$ cat src/rtl/piso_tx.sv
// piso_tx: parallel-in serial-out transmitter (start bit, WIDTH data bits LSB first, stop bit).
// Define PISO_TX_PARITY_EN to insert an even-parity bit between the data bits and the stop bit.
module piso_tx #(
  parameter int WIDTH        = 8,
  parameter int CLKS_PER_BIT = 4
) (
  input  logic             i_clk,
  input  logic             i_rst_n,
  input  logic [WIDTH-1:0] i_data,
  input  logic             i_valid,
  output logic             o_ready,
  output logic             o_sdata,
  output logic             o_sdata_n,
  output logic             o_busy,
  output logic             o_done
);

  localparam int DIV_W = (CLKS_PER_BIT > 1) ? $clog2(CLKS_PER_BIT) : 1;
  localparam int CNT_W = $clog2(WIDTH + 1);
  localparam logic [DIV_W-1:0] DIV_LAST = DIV_W'(CLKS_PER_BIT - 1);
  localparam logic [DIV_W-1:0] DIV_ONE  = DIV_W'(1);
  localparam logic [CNT_W-1:0] CNT_ONE  = CNT_W'(1);
  localparam logic [CNT_W-1:0] CNT_FULL = CNT_W'(WIDTH);

`ifdef PISO_TX_PARITY_EN
  typedef enum logic [2:0] {IDLE, START, DATA, PARITY, STOP} state_t;
`else
  typedef enum logic [1:0] {IDLE, START, DATA, STOP} state_t;
`endif

  state_t           state;
  logic [DIV_W-1:0] div;
  logic [CNT_W-1:0] bit_cnt;
  logic [WIDTH-1:0] shreg;

`ifdef PISO_TX_PARITY_EN
  logic par_bit;

  function automatic logic even_parity(input logic [WIDTH-1:0] d);
    return ^d;
  endfunction
`endif

  always_ff @(posedge i_clk or negedge i_rst_n) begin
    if (!i_rst_n) begin
      state     <= IDLE;
      o_sdata   <= 1'b1;
      o_sdata_n <= 1'b0;
      o_ready   <= 1'b1;
      o_busy    <= 1'b0;
      o_done    <= 1'b0;
      div       <= '0;
      bit_cnt   <= '0;
      shreg     <= '0;
`ifdef PISO_TX_PARITY_EN
      par_bit   <= 1'b0;
`endif
    end else begin
      o_done <= 1'b0;
      case (state)
        IDLE: begin
          if (i_valid) begin
            shreg     <= i_data;
            bit_cnt   <= CNT_FULL;
            div       <= DIV_LAST;
            state     <= START;
            o_sdata   <= 1'b0;
            o_sdata_n <= 1'b1;
            o_ready   <= 1'b0;
            o_busy    <= 1'b1;
`ifdef PISO_TX_PARITY_EN
            par_bit   <= even_parity(i_data);
`endif
          end
        end
        default: begin
          if (div != '0) begin
            div    <= div - DIV_ONE;
            o_done <= (state == STOP) && (div == DIV_ONE);
          end else begin
            div <= DIV_LAST;
            case (state)
              // START leaves with bit_cnt == WIDTH, so it shares the "next data bit" path
              START, DATA: begin
                if (bit_cnt != '0) begin
                  state     <= DATA;
                  o_sdata   <= shreg[0];
                  o_sdata_n <= ~shreg[0];
                  shreg     <= shreg >> 1;
                  bit_cnt   <= bit_cnt - CNT_ONE;
                end else begin
`ifdef PISO_TX_PARITY_EN
                  state     <= PARITY;
                  o_sdata   <= par_bit;
                  o_sdata_n <= ~par_bit;
`else
                  state     <= STOP;
                  o_sdata   <= 1'b1;
                  o_sdata_n <= 1'b0;
                  o_done    <= (DIV_LAST == '0);
`endif
                end
              end
`ifdef PISO_TX_PARITY_EN
              PARITY: begin
                state     <= STOP;
                o_sdata   <= 1'b1;
                o_sdata_n <= 1'b0;
                o_done    <= (DIV_LAST == '0);
              end
`endif
              STOP: begin
                state   <= IDLE;
                div     <= '0;
                o_ready <= 1'b1;
                o_busy  <= 1'b0;
              end
              default: begin
                state     <= IDLE;
                div       <= '0;
                o_sdata   <= 1'b1;
                o_sdata_n <= 1'b0;
                o_ready   <= 1'b1;
                o_busy    <= 1'b0;
              end
            endcase
          end
        end
      endcase
    end
  end

endmodule

$ cat config.mk
export PLATFORM = sky130hd
export DESIGN_NAME = piso_tx
export DESIGN_NICKNAME = d
export VERILOG_FILES = /design/src/rtl/piso_tx.sv
export SDC_FILE = /design/constraint.sdc
export NUM_CORES = 1
export LEC_CHECK = 0
export ABC_CLOCK_PERIOD_IN_PS = 3000
export CORE_MARGIN = 2
export CORE_UTILIZATION = 34
export DETAILED_ROUTE_END_ITERATION = 10
export SLEW_MARGIN = 5
export SYNTH_ARGS = -nofsm -noshare
export SYNTH_HDL_FRONTEND = slang
export SYNTH_SLANG_ARGS = --single-unit
$ cat constraint.sdc
create_clock -name i_clk -period 3 [get_ports i_clk]
set_input_delay 0.6 -clock i_clk [delete_from_list [all_inputs] [get_ports i_clk]]
set_output_delay 0.6 -clock i_clk [all_outputs]
set_load 0.01 [all_outputs]
==> results.md <==
- Status: finished clean
- Worst setup path category: reg -> reg
- Number of instances in the synthesized netlist: 115
- Number of port buffers: 15
- Placed cells: 174
- Share of flip-flops with an asynchronous set or reset after synthesis: 100%
- Max-Slew Margin vs Limit: 60.9%
- Sum of net half-perimeters after detailed placement: 1510 µm
- Data arrival time of the critical path: 2320 ps
- Number of standard cells in the layout, taps in and fillers out: 178
- Detailed-route wire length per cell: 11.5 µm
- Post-placement setup slack: 786 ps
- Die outline width: 62.3 µm
- Cell taking the most area after synthesis: dfrtp_1
- Number of hold violations in the final report: 0
- Reg2Reg Capture Point: bit_cnt[3]
- Final sum of negative setup slack: 0 ps
- Final critical-path share of the clock period: 71.0%
- Hold WC Path Type: reg -> reg
- Post-Syn Area per Cell: 10.0 µm²
- Largest net degree at the start of global routing: 24
- TritonCTS clock tree: yes
- Sw Ratio: 42.9%
- Core Rows: 21
- Core region area: 0.00331 mm²
- Critical Path Sink Type: flop
- Insertion delay of the later-clocked pin in the worst-skew pair: 310 ps
- Clock slew at the register clock pins of the worst setup and hold paths: 120 ps
- Antenna-violating nets left: 0
- Worst Skew: 15.6 ps
- Flip-flop and latch area: 528 µm²
- Gpl congestion: 0.826
- Vert. Die Dim: 62.3 µm
- Crit-path max FO: 23
- Number of synthesized register bits: 21
- Count of clock tree sinks: 21
- Final WL: 2040 µm
- Number of buffers between clock root and the deepest sink: 2
- Share of final-layout standard cells stronger than drive strength 1: 15.9%
- Area of combinational cells with multiple inputs: 544 µm²
- Worst reg2reg startpoint: state[0]
- Total setup buffers inserted after CTS: 0
- Overall power of the completed layout: 0.00148 W
- Via density per instance: 4.73
- Post-layout nets: 150
- CP startpoint: state[0]
- Peak ir drop on the vdd network: 0.000383 V
- Setup slack of the critical path after layout: 869 ps
- Final min period: 2130 ps
- Final max-slew violation count: 0
- Most area-consuming cells after synthesis: dfrtp_1, mux2i_1, ha_1, nor2_1, a21oi_2
- Post-synth EDFFs: 0
- Maximum clock frequency: 469 MHz
- Slew at the pin with the worst max-slew slack: 585 ps
- Vias after detailed routing: 842
- Hold-fix buffer count after cts: 0
- Global-route total usage across every layer: 11.2%
- Total net switching power: 0.000636 W
- Congestion Overflow GR: 0
- PD cells: 1090 mW/mm²
- Most instantiated library cell after synthesis: dfrtp_1
- Max-Cap Viols: 0
- Worst hold slack across all endpoints: 494 ps
- Worst setup path endpoint: bit_cnt[3]
- Dominant synthesized flop cell: dfrtp_1
- Final setup violation count: 0
- Static Leak: 0.570 nW
- Share of total power in the clock network: 9.3%
- Initial antenna violation count: 0
- Synth cell types: 27
- Summed instance area of the synthesized netlist: 0.00115 mm²
- H-Tree Depth: 1
- Kind of launch point of the worst setup path: flop
- DRC errors left: 0
- Total of warnings raised by yosys: 0
- Power Internal: 0.000846 W
- Setup repair after global routing missed its margin: false
- Number of buffers added by the clock tree synthesis step: 3
- Count of boundary I/O pins: 16
- Post-Synthesis Net Count: 132
- Number of cell instances on the worst register-to-register path: 7
- Clk Tree Root Cell: clkbuf_4
- Antenna diode count: 0
- Seq/Total Area, Yosys: 45.7%
- Required time of the worst setup path: 3190 ps
- Power share of the sequential group: 35.4%
- Effective utilization at floorplan: 34.9%
- Iteration-0 DRC count of the detailed router: 41
- Top cell type's share of synthesized area: 41.2%
- Die area: 0.00388 mm²
- Commonest cells in the synthesized netlist: dfrtp_1, nor2_1, inv_1, mux2i_1, o21ai_0
- Wire length of the first global-routing pass: 3530 µm
- Count of cells resized by post-cts repair: 0
- TritonRoute pass-1 iters: 3
- Worst-case register-to-register setup slack: 870 ps
- Number of fill cells: 350
- Vias in the first global route: 815
- Area growth from synthesis to layout: 18.0%
- Combinational cell fraction of total power: 55.3%
state kept, by name, indices dropped and copies added (netlist names):
signal,cells
bit_cnt,4
div,2
o_busy,1
o_done,1
o_ready,1
o_sdata,1
o_sdata_n,1
shreg,8
state,2
area by class of cell:
cell class,instances,area share [%]
sequential,21,38.8
timing repair buffer,18,12.7
tap,46,4.22
multi-input combinational,80,39.9
inverter,9,2.48
clock buffer,4,1.93
layer usage:
metal  track usage [%]  vias to the layer above  share of wire, %
met5                 0                        -                 0
met1              12.7                      396                46
met4              1.67                        0              0.39
met2              20.7                       16                50
li1                  -                      428                 -
met3              3.99                        2               4.1
critical path, stage by stage, from the launching register on:
cell and delay, ps:
dfrtp_1 430, inv_1 90, ha_1 230, or3_4 420, a221oi_4 240, buf_4 310
and4b_1 230, nor3_1 40
cell usage in the layout (no fill, tap or decap):
cell / count
mux2i_1: 8
a31oi_1: 1
a221oi_4: 1
nor3_1: 7
nor2_1: 18
o21ai_2: 1
o31a_1: 1
or2_2: 1
inv_1: 9
clkbuf_4: 3
o21ai_0: 8
or3_4: 1
dfstp_2: 2
and4b_1: 1
a21oi_1: 3
nor3b_1: 2
ha_1: 6
o31ai_1: 1
a21oi_2: 7
mux2_2: 1
nand2_1: 7
buf_4: 3
a221oi_1: 1
o21ai_1: 1
dfrtp_1: 19
a31o_2: 1
clkbuf_1: 1
clkdlybuf4s50_1: 15
nand3_1: 2
cells by family after synthesis:
group | after synthesis | share of synthesized area [%]
AND/OR/NAND/NOR | 39 | 15.7
AO/OA/AOI/OAI | 26 | 17.0
flip-flops | 21 | 45.7
buffers and inverters | 14 | 7.15
multiplexers | 9 | 7.91
adder cells (fa/ha/maj) | 6 | 6.50
power groups by stage:
stage,clock [W],combinational [W],sequential (W)
6_report,0.000138,0.000819,0.000525
5_1_grt,0.000159,0.000916,0.000544
4_1_cts,0.000145,0.000830,0.000526
3_5_place_dp,0,0.000826,0.000532
3_3_place_gp,0,0.000814,0.000524
2_1_floorplan,0,0.000677,0.000519
worst min path at each step:
| stage | startpoint | to | slack [ps] | depth (start not counted) |
|---|---|---|---|---|
| floorplan | i_rst_n | bit_cnt[0] | 300 | 0 |
| global placement | o_ready | o_ready | 470 | 2 |
| detailed placement | o_ready | o_ready | 480 | 2 |
| CTS | o_ready | o_ready | 500 | 2 |
| global route | o_ready | o_ready | 520 | 2 |
| finish | o_ready | o_ready | 490 | 2 |
per-stage QoR:
stage,instance area [µm²],utilization [%]
after floorplan,1150,-
after CTS,1360,41.2
after global routing,1360,41.2
final,1360,41.2
after detailed placement,1340,40.4
after global placement,1340,40.4
Power figures use the tool's default switching activity.
==> edit: new RTL, same settings <==
Add a define of `PISO_TX_PARITY_EN`.
--- a/src/rtl/piso_tx.sv
+++ b/src/rtl/piso_tx.sv
@@ -2,2 +2,4 @@
 // Define PISO_TX_PARITY_EN to insert an even-parity bit between the data bits and the stop bit.
+`define PISO_TX_PARITY_EN
+
 module piso_tx #(
Function: no difference found for any inputs over 10 cycles, from zero or initial values and one cycle with i_rst_n low; that may be too few to reach the edited logic, so the function may still have changed.
==> edit against the original RTL <==
Maximum frequency up 3.9%. Synthesized area up 17%. Via count grew 7.1%. Final area increased by 16%. Routed wire length is 24% higher. Global-route usage is 1.7 points higher. Sequential cell count is 2 higher. Setup slack gained 79 ps.
Power is left out: it rests on default switching activity, and per cell area and clock period it moved more than threefold.
==> edit: results (changes against the original RTL) <==
Layout
  – Fin nets: 151 (+0.67%)
  – Multi-input gates: 86 (+7.5%)
  – Final design instance area without fill: 0.00158 sq mm (+16%)
  – Largest registers: shreg (8), bit_cnt (4), state (3)
  – Multi-input logic area: 702 sq um (+29%)
  – Inverters: 7 (-2)
  – Share of cells above drive strength 1: 22.6% (+6.7 points)
  – Layout Cells excl Fill: 185 (+3.9%)
  – Non-clk bufs: 17 (-1)
  – Clock buffers and inverters, area share: 2.86% (+0.93 points)

Place
  – Placer Congestion: 0.726 (-12%)
  – Worst slack at placement: 806 ps (+19.7 ps)
  – Placed cells: 181 (+4.0%)
  – Area of placed instances: 0.00153 sq mm (+15%)
  – HPWL Detailed: 1.85 mm (+23%)

Global routing
  – Pin count of the biggest net entering global routing: 24 (unchanged)
  – Met2 GRT Util: 21.7% (+1.0 points)
  – Grt met3 use: 1.52% (-2.5 points)
  – Antenna violations before repair: 0 (unchanged)
  – M1 GR Usage: 17.4% (+4.7 points)
  – Global-route wire length before repair: 4.44 mm (+26%)
  – Vias in the first global route: 944 (+16%)
  – GRT Total Usage: 12.9% (+1.7 points)

Critical path
  – Worst R2R End: shreg[3]$_DFFE_PN0P_
  – R2R Setup Slk: 950 ps (+80 ps)
  – Reg2reg path depth: 6 (-1)
  – Reg-to-Reg Start: bit_cnt[0]$_DFFE_PN0P_
  – Worst endpoint data arrival time: 2200 ps (-120 ps)
  – Crit path max fanout: 8 (-65%)

Route
  – Met3 wire length: 81 um (-3.6%)
  – Routed wire length: 2.53 mm (+24%)
  – Met2 WL: 1.24 mm (+21%)
  – Top layer in use: met4
  – Met1 Wirelength: 1.19 mm (+27%)
  – DR pass1 iterations: 4 (+1)

Synth
  – Synth Area in XOR/XNOR: 6.57% (+6.6 points)
  – Post-synthesis mux area share: 15.2% (+7.3 points)
  – Mapped Nets: 135 (+2.3%)
  – Post-Synthesis Cells: 122 (+6.1%)
  – Synth Area in Compound Gates: 14.9% (-2.1 points)
  – Sequential area share after synthesis: 42.7% (-3.0 points)
  – Adder-cell share of the synthesized area: 1.85% (-4.7 points)
  – Synth area leaders: dfrtp_1 (39%), mux2_4 (7.8%), mux2_2 (6.7%)

Timing
  – Fin crit share: 68.4% (-2.6 points)
  – Worst hold slack: 486 ps (-7.68 ps)
  – Clk_skew: 1.18 ps (-14.4 ps)
  – Worst slew pin tran: 621 ps (+36.5 ps)

Clock tree
  – Clk_lat worst skew: 260 ps (-50 ps)
  – Root buffer cell: clkbuf_8
  – TritonCTS Buffers: 3 (unchanged)
  – Clk slew on worst S/H paths: 80 ps (-40 ps)
  – Clock sinks: 23 (+9.5%)

Floorplan
  – Die area: 0.00450 sq mm (+16%)

Run status
  – Status: completed

Min path
  – Hold endpoint: par_bit$_DFFE_PN0P_
[edit: cell types whose count changed after synthesis, sizes merged, moves of 3 or more]
cell,unedited run,this run
mux2i,8,1
nor3,7,1
mux2,1,15
nor2,18,8
nand2,7,10
xnor2,0,7
ha,6,2
[edit: how the worst max path moves through the flow]
stage                           end                   start
2_1_floorplan  shreg[0]$_DFFE_PN0P_  bit_cnt[0]$_DFFE_PN0P_
3_3_place_gp   shreg[2]$_DFFE_PN0P_                 i_valid
3_5_place_dp   shreg[5]$_DFFE_PN0P_                 i_valid
4_1_cts        shreg[2]$_DFFE_PN0P_  bit_cnt[0]$_DFFE_PN0P_
5_1_grt        shreg[1]$_DFFE_PN0P_  bit_cnt[0]$_DFFE_PN0P_
6_report       shreg[3]$_DFFE_PN0P_  bit_cnt[0]$_DFFE_PN0P_
[edit: critical path, stage by stage, from the launching register on]
cell and delay, ps:
dfrtp_1 420, inv_1 100, ha_1 200, or3b_1 330, nand3_4 170, a21oi_4 390
mux2_4 340
